[config.mk]
export PLATFORM = sky130hd
export DESIGN_NAME = alu_multicycle
export DESIGN_NICKNAME = d
export VERILOG_FILES = /design/src/rtl/alu_multicycle.sv
export SDC_FILE = /design/constraint.sdc
export NUM_CORES = 1
export LEC_CHECK = 0
export CORE_MARGIN = 1.5
export CORE_UTILIZATION = 62
export CTS_BUF_LIST = sky130_fd_sc_hd__clkbuf_8
export CTS_CLUSTER_DIAMETER = 120
export CTS_CLUSTER_SIZE = 28
export DETAILED_ROUTE_END_ITERATION = 7
export MAX_ROUTING_LAYER = met4
export PLACE_DENSITY_LB_ADDON = 0.05
export SLEW_MARGIN = 40
export SYNTH_ARGS = -nofsm -noshare
export SYNTH_HDL_FRONTEND = slang
export SYNTH_SLANG_ARGS = --single-unit
[constraint.sdc]
create_clock -name i_clk -period 4.45 [get_ports i_clk]
set_input_delay 1.335 -clock i_clk [delete_from_list [all_inputs] [get_ports i_clk]]
set_output_delay 1.335 -clock i_clk [all_outputs]
set_load 0.01 [all_outputs]
[src/rtl/alu_multicycle.sv]
// Execute-stage ALU: logic/add/sub in one cycle, multiply/divide iterate one bit per cycle.
// Latency: single-cycle/invalid/divide-by-zero -> out_valid one cycle after accept; MUL*/DIV* -> WIDTH+1.
// Backpressure: o_in_ready only in IDLE; result and flags are held in DONE until i_out_ready retires them.
//
// Ports:
//   i_clk, i_rst_n                 clock, synchronous active-low reset
//   i_in_valid / o_in_ready        operand handshake; i_op, i_num1, i_num2 captured on accept
//   o_out_valid / i_out_ready      result handshake
//   o_result_lo, o_result_hi       result / product {hi,lo} / quotient (lo) and remainder (hi)
//   o_comp_result                  unsigned num1 vs num2: 00 equal, 01 smaller, 10 larger
//   o_sig_comp_result              signed compare, same encoding
//   o_overflow, o_div_by_zero      ADD/SUB signed overflow, DIV min/-1; divide by zero
//   o_op_invalid                   unsupported op, result forced to 0
// Build option: define ALU_DIVIDER_EN to build the divider; otherwise DIVU/DIV report op_invalid.
module alu_multicycle #(
    parameter int WIDTH = 32
) (
    input  logic             i_clk,
    input  logic             i_rst_n,
    input  logic             i_in_valid,
    output logic             o_in_ready,
    input  logic [4:0]       i_op,
    input  logic [WIDTH-1:0] i_num1,
    input  logic [WIDTH-1:0] i_num2,
    output logic             o_out_valid,
    input  logic             i_out_ready,
    output logic [WIDTH-1:0] o_result_lo,
    output logic [WIDTH-1:0] o_result_hi,
    output logic [1:0]       o_comp_result,
    output logic [1:0]       o_sig_comp_result,
    output logic             o_overflow,
    output logic             o_div_by_zero,
    output logic             o_op_invalid
);
    localparam logic [4:0] OP_ADD  = 5'd0;
    localparam logic [4:0] OP_SUB  = 5'd1;
    localparam logic [4:0] OP_AND  = 5'd2;
    localparam logic [4:0] OP_OR   = 5'd3;
    localparam logic [4:0] OP_NOT  = 5'd4;
    localparam logic [4:0] OP_XOR  = 5'd5;
    localparam logic [4:0] OP_MULU = 5'd6;
    localparam logic [4:0] OP_MUL  = 5'd7;
    localparam logic [4:0] OP_DIVU = 5'd8;
    localparam logic [4:0] OP_DIV  = 5'd9;
    localparam int         CW      = $clog2(WIDTH + 1);

    typedef enum logic [1:0] {
        S_IDLE = 2'd0,
        S_BUSY = 2'd1,
        S_DONE = 2'd2
    } state_t;

    state_t r_state;
    state_t w_state_nxt;

    // Captured operands (compare outputs) and iteration datapath.
    logic [WIDTH-1:0] r_a;
    logic [WIDTH-1:0] r_b;
    logic [WIDTH-1:0] r_mb;   // multiplicand or divisor magnitude
    logic [WIDTH-1:0] r_rem;  // running product high / partial remainder
    logic [WIDTH-1:0] r_quo;  // multiplier being consumed / dividend shifting into quotient
    logic             r_neg_q;
    logic [CW-1:0]    r_cnt;
`ifdef ALU_DIVIDER_EN
    logic             r_div;
    logic             r_neg_r;
    logic             r_div_ovf;
`endif

    // Output registers.
    logic [WIDTH-1:0] r_lo;
    logic [WIDTH-1:0] r_hi;
    logic [1:0]       r_cmp;
    logic [1:0]       r_scmp;
    logic             r_ovf;
    logic             r_dbz;
    logic             r_inv;

    logic             w_accept;
    logic             w_last;
    logic             w_is_multi;
    logic             w_signed_op;
    logic             w_a_neg;
    logic             w_b_neg;
    logic [WIDTH-1:0] w_a_mag;
    logic [WIDTH-1:0] w_b_mag;
    logic [WIDTH-1:0] w_sum;
    logic [WIDTH-1:0] w_dif;
    logic [WIDTH-1:0] w_sc_lo;
    logic [WIDTH-1:0] w_sc_hi;
    logic             w_sc_ovf;
    logic             w_sc_dbz;
    logic             w_sc_inv;
    logic [WIDTH:0]   w_mul_sum;
    logic [WIDTH-1:0] w_mul_hi;
    logic [WIDTH-1:0] w_mul_lo;
    logic [2*WIDTH-1:0] w_mul_prod;
    logic [2*WIDTH-1:0] w_mul_res;

    function automatic logic [1:0] f_cmp(input logic [WIDTH-1:0] a,
                                         input logic [WIDTH-1:0] b,
                                         input logic             sgn);
        logic lt;
        lt = sgn ? ($signed(a) < $signed(b)) : (a < b);
        return (a == b) ? 2'b00 : (lt ? 2'b01 : 2'b10);
    endfunction

    assign o_in_ready        = (r_state == S_IDLE);
    assign o_out_valid       = (r_state == S_DONE);
    assign o_result_lo       = r_lo;
    assign o_result_hi       = r_hi;
    assign o_comp_result     = r_cmp;
    assign o_sig_comp_result = r_scmp;
    assign o_overflow        = r_ovf;
    assign o_div_by_zero     = r_dbz;
    assign o_op_invalid      = r_inv;

    assign w_accept = i_in_valid && (r_state == S_IDLE);
    assign w_last   = (r_cnt == CW'(WIDTH - 1));

    // Signed ops run the unsigned engine on magnitudes and fix signs at the end.
    assign w_signed_op = (i_op == OP_MUL) || (i_op == OP_DIV);
    assign w_a_neg     = w_signed_op && i_num1[WIDTH-1];
    assign w_b_neg     = w_signed_op && i_num2[WIDTH-1];
    assign w_a_mag     = w_a_neg ? -i_num1 : i_num1;
    assign w_b_mag     = w_b_neg ? -i_num2 : i_num2;

    // Divide by zero is resolved at accept, so it never enters BUSY.
    always_comb begin
        w_is_multi = (i_op == OP_MULU) || (i_op == OP_MUL);
`ifdef ALU_DIVIDER_EN
        if (((i_op == OP_DIVU) || (i_op == OP_DIV)) && (i_num2 != '0)) begin
            w_is_multi = 1'b1;
        end
`endif
    end

    assign w_sum = i_num1 + i_num2;
    assign w_dif = i_num1 - i_num2;

    always_comb begin
        w_sc_lo  = '0;
        w_sc_hi  = '0;
        w_sc_ovf = 1'b0;
        w_sc_dbz = 1'b0;
        w_sc_inv = 1'b0;
        case (i_op)
            OP_ADD: begin
                w_sc_lo  = w_sum;
                w_sc_ovf = (i_num1[WIDTH-1] == i_num2[WIDTH-1]) &&
                           (w_sum[WIDTH-1] != i_num1[WIDTH-1]);
            end
            OP_SUB: begin
                w_sc_lo  = w_dif;
                w_sc_ovf = (i_num1[WIDTH-1] != i_num2[WIDTH-1]) &&
                           (w_dif[WIDTH-1] != i_num1[WIDTH-1]);
            end
            OP_AND:  w_sc_lo = i_num1 & i_num2;
            OP_OR:   w_sc_lo = i_num1 | i_num2;
            OP_NOT:  w_sc_lo = ~i_num1;
            OP_XOR:  w_sc_lo = i_num1 ^ i_num2;
            OP_MULU, OP_MUL: ;
            OP_DIVU, OP_DIV: begin
`ifdef ALU_DIVIDER_EN
                if (i_num2 == '0) begin
                    w_sc_lo  = '1;
                    w_sc_hi  = i_num1;
                    w_sc_dbz = 1'b1;
                end
`else
                w_sc_inv = 1'b1;
`endif
            end
            default: w_sc_inv = 1'b1;
        endcase
    end

    // Shift-add multiply step: add multiplicand when the current multiplier bit is set,
    // then shift {carry, hi, lo} right; the multiplier drains out of lo as the product fills in.
    assign w_mul_sum  = {1'b0, r_rem} + (r_quo[0] ? {1'b0, r_mb} : {(WIDTH+1){1'b0}});
    assign w_mul_hi   = w_mul_sum[WIDTH:1];
    assign w_mul_lo   = {w_mul_sum[0], r_quo[WIDTH-1:1]};
    assign w_mul_prod = {w_mul_hi, w_mul_lo};
    assign w_mul_res  = r_neg_q ? -w_mul_prod : w_mul_prod;

`ifdef ALU_DIVIDER_EN
    // Restoring divide step: bring in the next dividend bit and keep the trial
    // subtraction only when it does not borrow.
    logic [WIDTH:0]   w_div_sh;
    logic [WIDTH:0]   w_div_trial;
    logic [WIDTH-1:0] w_div_rem;
    logic [WIDTH-1:0] w_div_quo;

    assign w_div_sh    = {r_rem, r_quo[WIDTH-1]};
    assign w_div_trial = w_div_sh - {1'b0, r_mb};
    assign w_div_rem   = w_div_trial[WIDTH] ? w_div_sh[WIDTH-1:0] : w_div_trial[WIDTH-1:0];
    assign w_div_quo   = {r_quo[WIDTH-2:0], ~w_div_trial[WIDTH]};
`endif

    always_ff @(posedge i_clk) begin
        if (!i_rst_n) begin
            r_state <= S_IDLE;
        end else begin
            r_state <= w_state_nxt;
        end
    end

    always_comb begin
        w_state_nxt = r_state;
        case (r_state)
            S_IDLE:  if (w_accept) w_state_nxt = w_is_multi ? S_BUSY : S_DONE;
            S_BUSY:  if (w_last) w_state_nxt = S_DONE;
            S_DONE:  if (i_out_ready) w_state_nxt = S_IDLE;
            default: w_state_nxt = S_IDLE;
        endcase
    end

    always_ff @(posedge i_clk) begin
        if (!i_rst_n) begin
            r_a       <= '0;
            r_b       <= '0;
            r_mb      <= '0;
            r_rem     <= '0;
            r_quo     <= '0;
            r_neg_q   <= 1'b0;
            r_cnt     <= '0;
`ifdef ALU_DIVIDER_EN
            r_div     <= 1'b0;
            r_neg_r   <= 1'b0;
            r_div_ovf <= 1'b0;
`endif
            r_lo      <= '0;
            r_hi      <= '0;
            r_cmp     <= 2'b00;
            r_scmp    <= 2'b00;
            r_ovf     <= 1'b0;
            r_dbz     <= 1'b0;
            r_inv     <= 1'b0;
        end else begin
            case (r_state)
                S_IDLE: begin
                    if (w_accept) begin
                        r_a     <= i_num1;
                        r_b     <= i_num2;
                        r_cnt   <= '0;
                        r_rem   <= '0;
                        r_neg_q <= w_a_neg ^ w_b_neg;
`ifdef ALU_DIVIDER_EN
                        r_div     <= (i_op == OP_DIVU) || (i_op == OP_DIV);
                        r_neg_r   <= w_a_neg;
                        r_div_ovf <= (i_op == OP_DIV) && (i_num2 == '1) &&
                                     (i_num1 == {1'b1, {(WIDTH-1){1'b0}}});
                        if ((i_op == OP_DIVU) || (i_op == OP_DIV)) begin
                            r_mb  <= w_b_mag;
                            r_quo <= w_a_mag;
                        end else
`endif
                        begin
                            r_mb  <= w_a_mag;
                            r_quo <= w_b_mag;
                        end
                        if (!w_is_multi) begin
                            r_lo   <= w_sc_lo;
                            r_hi   <= w_sc_hi;
                            r_cmp  <= f_cmp(i_num1, i_num2, 1'b0);
                            r_scmp <= f_cmp(i_num1, i_num2, 1'b1);
                            r_ovf  <= w_sc_ovf;
                            r_dbz  <= w_sc_dbz;
                            r_inv  <= w_sc_inv;
                        end
                    end
                end
                S_BUSY: begin
                    r_cnt <= r_cnt + 1'b1;
`ifdef ALU_DIVIDER_EN
                    if (r_div) begin
                        r_rem <= w_div_rem;
                        r_quo <= w_div_quo;
                    end else
`endif
                    begin
                        r_rem <= w_mul_hi;
                        r_quo <= w_mul_lo;
                    end
                    if (w_last) begin
                        r_cmp  <= f_cmp(r_a, r_b, 1'b0);
                        r_scmp <= f_cmp(r_a, r_b, 1'b1);
                        r_dbz  <= 1'b0;
                        r_inv  <= 1'b0;
`ifdef ALU_DIVIDER_EN
                        if (r_div) begin
                            // min/-1 naturally yields quotient min-negative and remainder 0.
                            r_lo  <= r_neg_q ? -w_div_quo : w_div_quo;
                            r_hi  <= r_neg_r ? -w_div_rem : w_div_rem;
                            r_ovf <= r_div_ovf;
                        end else
`endif
                        begin
                            r_lo  <= w_mul_res[WIDTH-1:0];
                            r_hi  <= w_mul_res[2*WIDTH-1:WIDTH];
                            r_ovf <= 1'b0;
                        end
                    end
                end
                default: ;
            endcase
        end
    end
endmodule

==> results_dict.tcl <==
set metrics [dict create \
    clock_path_buffers 3 \
    synthCells 2756 \
    std_cell_rows 65 \
    finalSetupViolations 0 \
    hold_class "reg -> reg" \
    final_layout_size_suffix_gt1_frac 0.131 \
    slew_viol_final 0 \
    clock-sinks 238 \
    worstMarginPinSlew_ns 0.851 \
    die_h_um 182 \
    cts_buffers 13 \
    ys_top_cells_by_area "dfxtp_1 (24%), ha_1 (10%), a21oi_1 (7.5%)" \
    whs_endpoint "o_result_hi[29]" \
    clkTransAtPathRegs_ns 0.16 \
    regArea_um2 4770 \
    r2r_slack_ns 0.23 \
    postCtsSetupBuffers 0 \
    synth_edf_count 0 \
    p_per_area_nw_per_um2 241 \
    reg2reg_depth 14 \
    hpwl_um 64700 \
    ioPinCount 146 \
    cpPeakStageDelay_ns 0.50 \
    worstReg2RegEnd "o_result_hi[25]" \
    critical_path_cell_count 15 \
    root_buffer "clkbuf_8" \
    first_pass_iters 8 \
    netlist.area_leader.share 0.241 \
    setup-tns-final_ns 0 \
    finalCriticalPeriod_ns 4.28 \
    core_um2 31500 \
    leakagePower_nw 9.79 \
    cts_tree "yes" \
    gr-total-overflow 0 \
    arrival_ns 4.78 \
    fin_crit_sh 0.962 \
    synth_warnings 0 \
    viasPerCell 6.72 \
    grt_pass1_wl_um 123000 \
    end_kind "flop" \
    fmax_ghz 0.234 \
    grt_pass1_vias 21623 \
    synthMostInstantiatedCell "nand2_1" \
    peakVddDrop_mv 0.384 \
    synth_seq_cells 238 \
    hold_viol 0 \
    outcome "finished, final reports clean" \
    dieArea_um2 33000 \
    fill_cells 2456 \
    cp-start-kind "input pin" \
    slew_headroom 0.433 \
    yosysTopAreaCell "dfxtp_1" \
    synth_commonest_cells "nand2_1 (358), a21oi_1 (297), dfxtp_1 (238)" \
    rsz0062_at_grt "false" \
    crit_slowest_cell "clkdlybuf4s50_1" \
    rr_startpoint "r_quo[0]" \
    dpl.cell_count 3463 \
    nets 3316 \
    wl_um 82000 \
    drt.antenna.violating_nets 0 \
    syn_area_per_cell_um2 7.18 \
    start_util 0.629 \
    cp_top_family "compound AO/OA/AOI/OAI gates" \
    cap_violations 0 \
    grt_start_max_net_pins 99 \
    syn2layout_area_growth_pct 21.2 \
    synth_cell_types 90 \
    hold_start "o_result_hi[29]" \
    cts_max_level 1 \
    final_cells 3483 \
    critical_path_buf_inv_count 5 \
    drtIter0Drc 3615 \
    antenna_found_initial 2 \
    finClkSkew_ns 0.0504 \
    setup_slack_ns 0.169 \
    dp_slack_ns -0.392 \
    port_buffers 144 \
    worstSetupPathType "in -> reg" \
    hold_slack_ns 0.455 \
    multi_input_area_um2 13900 \
    path_max_fanout 5 \
    seq_area_frac_synth 0.241 \
    synth_area_um2 19800 \
    path_cells "clkdlybuf4s50_1 > inv_1 > ha_1 > inv_1 > a2111oi_0 > a221oi_1 > a21oi_1 > nand2_1 > o21ai_0 > buf_4 > a211o_1 > a21oi_1 > o31ai_1 > buf_4 > a31oi_1" \
    grtUsageTotal 0.493 \
    wl_per_cell_um 23.5 \
    synth_fp_nets 2996 \
    clock_latency_ns 0.59 \
    synth_async_sr_flop_share 0 \
    synth_flop_cell "dfxtp_1" \
    routabilityCongestion 1.19 \
    die_w_um 182 \
    remaining_drc_errors 0 \
    worst-endpoint-required_ns 4.95 \
    vias 23400 \
    whs_path_depth 2 \
]
## cell families (layout without fill, tap and decap cells)
group | Yosys count | after routing | synth area share
compound gates | 929 | 929 | 0.295
xor+xnor | 161 | 161 | 0.0716
fa+ha+maj | 167 | 167 | 0.107
buf+inv | 327 | 648 | 0.0640
flops | 238 | 238 | 0.241
mux | 8 | 8 | 0.00405
other cells | 1 | 5 | 0.000189
simple gates | 925 | 925 | 0.217
## registers in the layout, summed over array words and instances, names as in the netlist, 2 cells and up
| register | count |
|---|---|
| r_mb | 31 |
| o_result_lo | 32 |
| o_sig_comp_result | 2 |
| r_a | 32 |
| r_quo | 32 |
| o_comp_result | 2 |
| r_rem | 32 |
| r_cnt | 6 |
| r_b | 32 |
| r_state | 2 |
| o_result_hi | 32 |
## layout make-up
type                            count  area share
Antenna cell                        4    0.000417
Clock buffer                       13     0.00746
Clock inverter                      3     0.00240
Inverter                          149      0.0235
Multi-Input combinational cell   2191       0.577
Sequential cell                   238       0.199
Tap cell                          402      0.0210
Timing Repair Buffer              483       0.170
## cells in the final DEF, fill, tap and decap left out, types with 8 or more instances in the layout
cell type,count
o211ai_1,21
a21oi_1,297
nand4_1,28
clkbuf_8,13
mux2i_1,8
ha_1,164
nand2b_1,11
clkdlybuf4s50_1,143
a211o_1,14
o31ai_1,41
a31oi_1,47
and3_1,15
o221ai_1,9
a311oi_1,11
o21ai_1,8
nand3_1,72
nor2_1,204
a21o_1,28
a211oi_1,45
o21bai_1,26
buf_4,332
o41ai_1,14
and2_1,48
nor2b_1,16
a22oi_1,51
nand2_1,356
xnor2_1,130
o21ai_0,186
nor3_1,65
nor4_1,27
o22ai_1,31
a221oi_1,15
or3_1,23
xor2_1,30
inv_1,146
o21a_1,10
dfxtp_1,237
## metal layers
metal | wire length, um | GRT usage | up-vias
li1 | - | - | 10523
met1 | 30400 | 0.592 | 10942
met2 | 34700 | 0.735 | 1595
met3 | 11100 | 0.142 | 340
met4 | 5820 | 0.291 | 0
met5 | 0 | - | -
## through the flow
stage	instance area, um2	total power, W	util
2_1_floorplan	19800	0.00363	-
3_3_place_gp	23700	0.00459	0.753
3_5_place_dp	23700	0.00466	0.754
4_1_cts	24000	0.00568	0.761
5_1_grt	24000	0.00599	0.762
6_report	24000	0.00579	0.763
## repair_timing
| item | in CTS | in global routing |
|---|---|---|
| endpoints found under the setup margin | 0 | 8 |
| hold buffers | 0 | 0 |
| gates resized for setup | 0 | 9 |
## worst reg2reg max path: cells and delay by family (launching register included)
family,cells,cell delay (ns)
adder cells (fa/ha/maj),2,0.65
XOR/XNOR,2,0.34
AO/OA/AOI/OAI,6,1.33
buffers and inverters,1,0.19
AND/OR/NAND/NOR,3,1.24
flip-flops,1,0.37
## report_power, final
| group | internal [W] | switching [W] | total [W] |
|---|---|---|---|
| clock | 0.000298 | 0.000773 | 0.00107 |
| sequential | 0.00228 | 0.000146 | 0.00242 |
| combinational | 0.000913 | 0.00139 | 0.00230 |
| total | 0.00349 | 0.00231 | 0.00579 |
## worst max path at each step
| stage | start | to | slack (ns) |
|---|---|---|---|
| CTS | r_quo[0] | o_result_hi[27] | 0.04 |
| detailed placement | i_num1[4] | o_result_lo[22] | -0.39 |
| finish | i_num1[10] | o_result_lo[23] | 0.17 |
| global route | i_num2[0] | o_result_lo[12] | 0.01 |
| global placement | i_num1[4] | o_result_lo[27] | -0.28 |
| floorplan | i_num1[0] | o_sig_comp_result[0] | 0.39 |
Power figures use the tool's default switching activity.
